File: src/rtl/warp_rr_scheduler_pkg.sv
// Shared fetch/decode definitions for the warp issue scheduler: sizes, state encoding
// and the one-hot rotator/encoder helpers used by the round-robin picker.
package warp_rr_scheduler_pkg;

    localparam int NUM_WARPS = 8;
    localparam int WARP_ID_W = 3;

    // Reset pointer sits on the last warp so the first search starts at warp 0.
    localparam logic [NUM_WARPS-1:0] MR_RESET = 8'b1000_0000;

    typedef enum logic {
        IDLE  = 1'b0,
        GRANT = 1'b1
    } sched_state_e;

    function automatic logic [NUM_WARPS-1:0] rot_dn(input logic [NUM_WARPS-1:0] v,
                                                    input logic [WARP_ID_W-1:0] n);
        logic [NUM_WARPS-1:0] r;
        logic [WARP_ID_W-1:0] src;
        r = '0;
        for (int j = 0; j < NUM_WARPS; j++) begin
            src  = WARP_ID_W'(j) + n;
            r[j] = v[src];
        end
        return r;
    endfunction

    function automatic logic [NUM_WARPS-1:0] rot_up(input logic [NUM_WARPS-1:0] v,
                                                    input logic [WARP_ID_W-1:0] n);
        logic [NUM_WARPS-1:0] r;
        logic [WARP_ID_W-1:0] dst;
        r = '0;
        for (int j = 0; j < NUM_WARPS; j++) begin
            dst    = WARP_ID_W'(j) + n;
            r[dst] = v[j];
        end
        return r;
    endfunction

    function automatic logic [WARP_ID_W-1:0] onehot_to_idx(input logic [NUM_WARPS-1:0] v);
        logic [WARP_ID_W-1:0] idx;
        idx = '0;
        for (int i = 0; i < NUM_WARPS; i++) begin
            if (v[i]) idx = idx | WARP_ID_W'(i);
        end
        return idx;
    endfunction

endpackage

File: src/rtl/warp_rr_scheduler_rr_pick.sv
// Combinational round-robin picker: first eligible warp strictly after the pointer,
// wrapping upward, with the pointer's own warp as the last candidate.
module warp_rr_scheduler_rr_pick
    import warp_rr_scheduler_pkg::*;
(
    input  logic [NUM_WARPS-1:0] elig_i,
    input  logic [NUM_WARPS-1:0] ptr_i,
    output logic                 any_o,
    output logic [NUM_WARPS-1:0] sel_o,
    output logic [WARP_ID_W-1:0] sel_id_o
);

    logic [WARP_ID_W-1:0] start_idx;
    logic [NUM_WARPS-1:0] elig_rot;
    logic [NUM_WARPS-1:0] sel_rot;

    assign start_idx = onehot_to_idx(ptr_i) + WARP_ID_W'(1);
    assign elig_rot  = rot_dn(elig_i, start_idx);

    // Isolate the lowest set bit of the rotated vector.
    assign sel_rot   = elig_rot & (~elig_rot + NUM_WARPS'(1));

    assign sel_o     = rot_up(sel_rot, start_idx);
    assign sel_id_o  = onehot_to_idx(sel_o);
    assign any_o     = |elig_i;

endmodule

File: src/rtl/warp_rr_scheduler.sv
// Round-robin warp issue scheduler with valid/ready grant hold, optional same-warp
// burst issue and an exported most-recently-accepted pointer.
//
// state | meaning
// IDLE  | no grant presented; waiting for any eligible warp
// GRANT | gnt/gnt_id presented and held until accepted or flushed
module warp_rr_scheduler
    import warp_rr_scheduler_pkg::*;
#(
    parameter int MAX_BURST = 2,
    parameter int BURST_W   = 3
) (
    input  logic                 clk,
    input  logic                 rst_n,
    input  logic [NUM_WARPS-1:0] req,
    input  logic [NUM_WARPS-1:0] mask,
    input  logic                 flush,
    input  logic                 gnt_ready,
    output logic                 gnt_valid,
    output logic [NUM_WARPS-1:0] gnt,
    output logic [WARP_ID_W-1:0] gnt_id,
    output logic [NUM_WARPS-1:0] mr_ptr
);

    if (MAX_BURST < 1 || MAX_BURST > 8 || (1 << BURST_W) < MAX_BURST) begin : g_param_chk
        $error("warp_rr_scheduler: MAX_BURST/BURST_W out of range");
    end

    localparam logic [BURST_W-1:0] BURST_LAST = BURST_W'(MAX_BURST - 1);

    sched_state_e         state_q, state_d;
    logic [NUM_WARPS-1:0] gnt_q, gnt_d;
    logic [WARP_ID_W-1:0] gnt_id_q, gnt_id_d;
    logic [BURST_W-1:0]   burst_q, burst_d;
    logic [NUM_WARPS-1:0] mr_q, mr_d;

    logic [NUM_WARPS-1:0] elig;
    logic [NUM_WARPS-1:0] pick_ptr;
    logic                 pick_any;
    logic [NUM_WARPS-1:0] pick_sel;
    logic [WARP_ID_W-1:0] pick_id;

    assign elig = req & ~mask;

    // On accept the new pointer equals the current grant, so one picker serves both states.
    assign pick_ptr = (state_q == GRANT) ? gnt_q : mr_q;

    warp_rr_scheduler_rr_pick u_rr_pick (
        .elig_i   (elig),
        .ptr_i    (pick_ptr),
        .any_o    (pick_any),
        .sel_o    (pick_sel),
        .sel_id_o (pick_id)
    );

    always_comb begin
        state_d  = state_q;
        gnt_d    = gnt_q;
        gnt_id_d = gnt_id_q;
        burst_d  = burst_q;
        mr_d     = mr_q;

        if (flush) begin
            state_d  = IDLE;
            gnt_d    = '0;
            gnt_id_d = '0;
            burst_d  = '0;
        end else begin
            case (state_q)
                IDLE: begin
                    if (pick_any) begin
                        state_d  = GRANT;
                        gnt_d    = pick_sel;
                        gnt_id_d = pick_id;
                        burst_d  = '0;
                    end
                end
                GRANT: begin
                    if (gnt_ready) begin
                        mr_d = gnt_q;
                        if (elig[gnt_id_q] && (burst_q < BURST_LAST)) begin
                            burst_d = burst_q + BURST_W'(1);
                        end else if (pick_any) begin
                            gnt_d    = pick_sel;
                            gnt_id_d = pick_id;
                            burst_d  = '0;
                        end else begin
                            state_d  = IDLE;
                            gnt_d    = '0;
                            gnt_id_d = '0;
                            burst_d  = '0;
                        end
                    end
                end
                default: begin
                    state_d  = IDLE;
                    gnt_d    = '0;
                    gnt_id_d = '0;
                    burst_d  = '0;
                end
            endcase
        end
    end

    always_ff @(posedge clk) begin
        if (!rst_n) begin
            state_q  <= IDLE;
            gnt_q    <= '0;
            gnt_id_q <= '0;
            burst_q  <= '0;
            mr_q     <= MR_RESET;
        end else begin
            state_q  <= state_d;
            gnt_q    <= gnt_d;
            gnt_id_q <= gnt_id_d;
            burst_q  <= burst_d;
            mr_q     <= mr_d;
        end
    end

    assign gnt_valid = (state_q == GRANT);
    assign gnt       = gnt_q;
    assign gnt_id    = gnt_id_q;
    assign mr_ptr    = mr_q;

endmodule

File: config.mk
export PLATFORM = sky130hd
export DESIGN_NAME = warp_rr_scheduler
export DESIGN_NICKNAME = d
export VERILOG_FILES = /design/src/rtl/warp_rr_scheduler_pkg.sv /design/src/rtl/warp_rr_scheduler_rr_pick.sv /design/src/rtl/warp_rr_scheduler.sv
export SDC_FILE = /design/constraint.sdc
export NUM_CORES = 1
export LEC_CHECK = 0
export CORE_MARGIN = 2
export CORE_UTILIZATION = 60
export CTS_CLUSTER_SIZE = 24
export DETAILED_ROUTE_END_ITERATION = 7
export PLACE_DENSITY = 0.87
export SYNTH_ARGS = -nofsm -noshare
export SYNTH_HDL_FRONTEND = slang
export SYNTH_SLANG_ARGS = --single-unit
File: constraint.sdc
create_clock -name clk -period 8 [get_ports clk]
set_clock_uncertainty 0.15 [all_clocks]
set_input_delay 1.2 -clock clk [delete_from_list [all_inputs] [get_ports clk]]
set_output_delay 1.2 -clock clk [all_outputs]
set_load 0.01 [all_outputs]
==> impl_metrics.csv, run 1 <==
group,metric,value,unit
clock_network,htree_levels,1,
sta,tns,0,ps
synthesis,synth_top_cell_by_area,"dfxtp_1",
worst_hold_path,holdPathStages,2,
synthesis,syn_nets,400,
synthesis,synthDistinctLibCells,74,
sta,finalWorstSetupSlack,1200,ps
clock_network,clk_pin_slew_worst_paths,90,ps
cells_and_area,final_layout_size_suffix_gt1_share,8.29,%
synthesis,synth-seq-area-share,16.5,%
route,wl_per_cell,22.1,µm
sta,setup_viol,0,
place,port_buffers,39,
sta,hold_viol,0,
sta,max_clock_freq,147,MHz
power_and_ir_drop,comb_power_share,66.0,%
clock_network,cts_buffers,3,
synthesis,post-synth-top-count-cell,"nand2_1",
critical_path,crit_fanout,29,
sta,tightest_slew,1140,ps
place,pre_cts_ws,1460,ps
synthesis,postSynth.asyncResetShare,0,%
route,via_per_inst,7.58,
power_and_ir_drop,pwr-share-clk,11.8,%
power_and_ir_drop,p_leak,1.10,nW
cells_and_area,nFillCells,364,
route,drt-total-wl,9940,µm
floorplanning,io_pins,40,
power_and_ir_drop,total_power,0.638,mW
flow_run,maxCapViolCount,0,
clock_network,cts_tree,"yes",
synthesis,yosys.area.top_type_share,16.5,%
clock_network,ctsHoldBuffers,0,
worst_hold_path,holdPathEnd,"mr_ptr[0]",
synthesis,syn_avg_cell_area,7.39,µm²
floorplanning,start_util,63.1,%
route,vias,3410,
route,drt_pre_antenna_iters,7,
floorplanning,die_area,0.00520,mm²
power_and_ir_drop,swShare,51.4,%
cells_and_area,utilization,72.3,%
global_route,grt_overflow,0,
clock_network,cts_setup_buffers,0,
critical_path,r2r_slack,1200,ps
route,drc,0,
sta,drv_slew,0,
global_route,antenna_found_initial,0,
critical_path,arrival,6770,ps
cells_and_area,antenna_cells,0,
cells_and_area,synthToLayoutAreaGrowth,14.6,%
route,drt-initial-drc-count,601,
floorplanning,fp-row-count,24,
synthesis,syn_inst,377,
global_route,grt_pass1_wl,15600,µm
synthesis,synthFlopType,"dfxtp_1",
power_and_ir_drop,seq_power_share,22.2,%
critical_path,r2r_cells,13,
global_route,grt_pass1_vias,3004,
synthesis,synthTopCellsByArea,"dfxtp_1 (17%), nand2_1 (6.7%), mux2i_1 (6.5%), nor2_1 (4.9%), mux4_2 (3.2%)",
global_route,grt_usage,38.2,%
sta,fin_hold_ws,320,ps
route,ant_nets,0,
synthesis,ys_seq_elements,23,
power_and_ir_drop,switchingPower,0.328,mW
synthesis,synth_edf_count,0,
run_status,status,"finished clean",
clock_network,clk_latency,270,ps
critical_path,worstSetupStartpoint,"gnt_valid",
clock_network,cts.repair.resized,0,
critical_path,cp.required,7970,ps
power_and_ir_drop,p_per_area,200,mW/mm²
clock_network,root_buffer,"clkbuf_8",
power_and_ir_drop,ir_drop,0.107,mV
place,gp_congestion,1.10,
critical_path,cp-start-kind,"flip-flop",
cells_and_area,nets,422,
synthesis,synth_common_cells,"nand2_1 (50), nor2_1 (36), dfxtp_1 (23), mux2i_1 (18), a21oi_1 (17)",
sta,rsz0062_at_grt,"no",
worst_hold_path,hp-start,"mr_ptr[0]",
floorplanning,core_area,0.00441,mm²
synthesis,yosysWarnings,0,
power_and_ir_drop,power_report.internal_total,0.310,mW
critical_path,r2r-end,"gnt_id[2]",
critical_path,critical_path_class,"flip-flop to flip-flop",
sta,maxSlewHeadroom,21.5,%
clock_network,cts.sinks,23,
critical_path,crit_path_end_kind,"flip-flop",
critical_path,rr_startpoint,"gnt_valid",
synthesis,syn-cell-area,0.00279,mm²
worst_hold_path,hold_path.class,"flip-flop to flip-flop",
floorplanning,die_w,72.1,µm
place,dp_hpwl,7590,µm
sta,period_needed,6800,ps
sta,fin_crit_sh,85.0,%
global_route,grt_max_degree,30,
floorplanning,die_y,72.1,µm
clock_network,cts_buffer_depth,2,
## worst max path at each step
stage	to	slack, ps
finish	gnt_id[2]	1200
global placement	gnt[0]	1510
floorplan	gnt_id[2]	3080
detailed placement	gnt_id[2]	1460
CTS	gnt_id[2]	1450
global route	gnt_id[2]	830
## logic make-up (layout without fill, tap and decap cells)
| logic type | Yosys count | in the layout | synth area share, % |
|---|---|---|---|
| DFF | 23 | 23 | 16.5 |
| xor gates and xnor gates | 1 | 1 | 0.988 |
| buffers and inverters | 27 | 48 | 4.09 |
| adders and majority gates | 3 | 3 | 1.35 |
| and+or+nand+nor | 179 | 179 | 33.8 |
| AOI/OAI and AO/OA | 115 | 115 | 30.4 |
| muxes | 29 | 29 | 12.9 |
## critical path: stages (launching register included)
cell and delay, ps:
dfxtp_1 810, or3b_1 500, a22oi_4 460, inv_2 350, ha_1 1040, o221ai_1 650
o2bb2ai_1 390, nor2b_1 110, mux2i_1 900, nor4b_2 190, nand2_1 260, a2bb2o_1 310
a22oi_1 310, a41oi_1 180
## cell usage in the layout (no fill, tap or decap), types with 3 or more instances in the layout
cell	n
a21oi_1	17
a31oi_1	5
or2_2	3
o21ai_0	16
or3_1	6
o21ai_1	6
mux2_2	3
inv_1	4
nand3_1	13
nand4_1	3
a22oi_1	6
clkbuf_8	3
nor4_1	3
dfxtp_1	23
nor4b_1	3
mux2i_2	4
o21bai_1	3
clkdlybuf4s50_1	39
nand2b_1	13
o22ai_1	8
mux4_2	4
nor3_1	15
nor3b_1	5
mux2i_1	18
a21boi_0	8
ha_1	3
nand2_1	50
nor2b_1	9
o31ai_1	4
nor2_1	36
a211oi_1	7
and2_1	4
## registers in the layout (all words and copies together), names as in the netlist
name / count
gnt_id: 3
burst_q: 3
gnt_valid: 1
mr_ptr: 8
gnt: 8
## power by group through the flow
stage                     clock network, mW  registers (mW)  logic, mW
after CTS                            0.0737           0.140      0.400
after floorplan                           0           0.139      0.299
after global placement                    0           0.141      0.402
after global routing                 0.0783           0.142      0.442
after detailed placement                  0           0.142      0.398
final                                0.0754           0.142      0.421
## metal layers
metal / wire, µm / track usage [%] / part of all wire, % / vias to the layer above
met2: 4290 / 55.5 / 43 / 317
met3: 1300 / 9.44 / 13 / 61
met1: 3920 / 53.7 / 39 / 1549
li1: - / - / - / 1483
met5: 0 / 0 / 0 / -
met4: 429 / 16.1 / 4.3 / 0
## per-stage QoR
stage | instances | cell area, µm²
6_report | 450 | 3190
5_1_grt | 450 | 3190
4_1_cts | 450 | 3190
3_5_place_dp | 446 | 3150
3_3_place_gp | 446 | 3150
2_1_floorplan | 377 | 2790
## area by class of cell
class	count	area (µm²)	share of cell area, %
inverters	5	18.8	0.588
flip-flops and latches	23	460	14.4
repair buffers	39	390	12.2
well taps	52	65.1	2.04
clock buffers	3	41.3	1.29
clock inverters	1	5.00	0.157
multi-input cells	327	2210	69.3
Power figures use the tool's default switching activity.
==> run 2, diff against run 1 <==
Settings changed: CORE_UTILIZATION 60 to 56, PLACE_DENSITY 0.87 to 0.82.
Clock period 8 ns to 6.8 ns, I/O delays scaled along.
==> run 2 against run 1 <==
Net effect:
- hold slack better by 5.3 ps
- clock-buffer cell count unchanged
- maximum frequency rose by 9.8%
- power grew 21%
- flip-flop and latch count stayed put
- sequential power increased by 15%
- sequential share of layout area is 0.36 points lower
- cell count up 5.1%
- setup slack worse by 590 ps
- die area increased by 6.8%
- combinational power up 24%
- critical path depth up 4
- critical path type unchanged
==> impl_metrics.csv, run 2 (synthesis results as in run 1) <==
group,metric,value,unit
route,vias,3403,
global_route,grt_pass1_wl,15900,µm
cells_and_area,nFillCells,392,
sta,setup_viol,0,
critical_path,crit_path_end_kind,"flip-flop",
cells_and_area,synthToLayoutAreaGrowth,17.5,%
place,gp_congestion,1.09,
sta,rsz0062_at_grt,"no",
floorplanning,io_pins,40,
sta,hold_viol,0,
floorplanning,die_y,74.5,µm
clock_network,htree_levels,1,
global_route,grt_max_degree,28,
clock_network,clk_pin_slew_worst_paths,90,ps
cells_and_area,final_common_cell,"nand2_1",
sta,fin_crit_sh,91.1,%
global_route,grt_pass1_vias,3024,
route,drt-initial-drc-count,533,
clock_network,cts.repair.resized,0,
critical_path,crit_fanout,25,
sta,drv_slew,0,
sta,maxSlewHeadroom,40.2,%
clock_network,cts_tree,"yes",
critical_path,cp.required,6830,ps
route,via_per_inst,7.19,
route,drc,0,
clock_network,ctsHoldBuffers,0,
sta,tightest_slew,874,ps
sta,period_needed,6190,ps
critical_path,critical_path_class,"flip-flop to flip-flop",
cells_and_area,final_layout_size_suffix_gt1_share,10.1,%
global_route,antenna_found_initial,0,
sta,tns,0,ps
flow_run,maxCapViolCount,0,
cells_and_area,final_cell_mix,"nand2_1 (50), clkdlybuf4s50_1 (39), nor2_1 (36), dfxtp_1 (23), mux2i_1 (18)",
sta,max_clock_freq,162,MHz
cells_and_area,utilization,68.8,%
cells_and_area,final_cell_area,0.00327,mm²
place,dp_hpwl,7830,µm
clock_network,cts.sinks,23,
cells_and_area,ff_latch_area,460,µm²
worst_hold_path,hold_path.class,"flip-flop to flip-flop",
clock_network,cts_setup_buffers,0,
cells_and_area,antenna_cells,0,
clock_network,clk_latency,270,ps
route,drt_pre_antenna_iters,6,
place,place_area,0.00322,mm²
route,ant_nets,0,
global_route,grt_overflow,0,
power_and_ir_drop,p_per_area,237,mW/mm²
critical_path,arrival,6220,ps
clock_network,cts_buffers,3,
cells_and_area,nets,430,
route,drt-total-wl,10400,µm
clock_network,root_buffer,"clkbuf_8",
floorplanning,fp-row-count,25,
floorplanning,die_area,0.00555,mm²
critical_path,cp-start-kind,"flip-flop",
floorplanning,start_util,58.6,%
place,port_buffers,39,
floorplanning,core_area,0.00475,mm²
clock_network,cts_buffer_depth,2,
global_route,grt_usage,38.0,%
run_status,status,"finished clean",
floorplanning,die_w,74.5,µm
power_and_ir_drop,p_leak,1.13,nW
power_and_ir_drop,ir_drop,0.122,mV
route,wl_per_cell,21.9,µm
cells_and_area,multi_input_area,0.00221,mm²
-- run 2: final cells by class --
cell class | instances | area share, %
inverters | 5 | 0.573
clock inverters | 1 | 0.229
clock buffers | 3 | 1.26
flip-flops and latches | 23 | 14.1
well taps | 67 | 2.56
repair buffers | 47 | 13.8
multi-input cells | 327 | 67.5
-- run 2: path summary, 6_finish.rpt --
path,startpoint,end,slack [ps],cells past startpoint
max,gnt_valid,gnt_id[2],610,17
min reg2reg,mr_ptr[0],mr_ptr[0],330,2
min,mr_ptr[0],mr_ptr[0],330,2
max reg2reg,gnt_valid,gnt_id[2],610,17
-- run 2: critical path, cell delays in order, from the launching register on --
cell and delay (ps):
dfxtp_1 890, or3b_1 510, a22oi_4 510, inv_2 100, ha_1 360, nand2b_1 220, mux2_2 330, nand2_1 90
inv_1 200, ha_1 380, a211oi_1 210, a41o_1 370, o21a_1 210, nor4b_2 500, nand2_1 310, a2bb2o_1 340
a22oi_1 150, a41oi_1 260
-- run 2: power breakdown --
group	leakage [nW]	switching (mW)	internal, mW
registers	0.187	0.0187	0.145
clock network	0.0217	0.0492	0.0416
logic	0.923	0.328	0.192
-- run 2: layer usage --
layer	share of wire, %	wire length (µm)	GRT usage (%)	vias up
met5	0	0	0	-
met2	43	4420	57.9	321
met1	38	3910	50.8	1522
met3	15	1530	12.2	57
li1	-	-	-	1503
met4	4.7	484	12.7	0
-- run 2: stage by stage --
stage	worst slack (ps)	hold slack, ps	instances	power, mW
CTS	922	336	473	0.745
global placement	1090	304	469	0.662
finish	608	326	473	0.775
detailed placement	965	325	469	0.656
floorplan	1880	316	377	0.515
global route	294	359	473	0.801
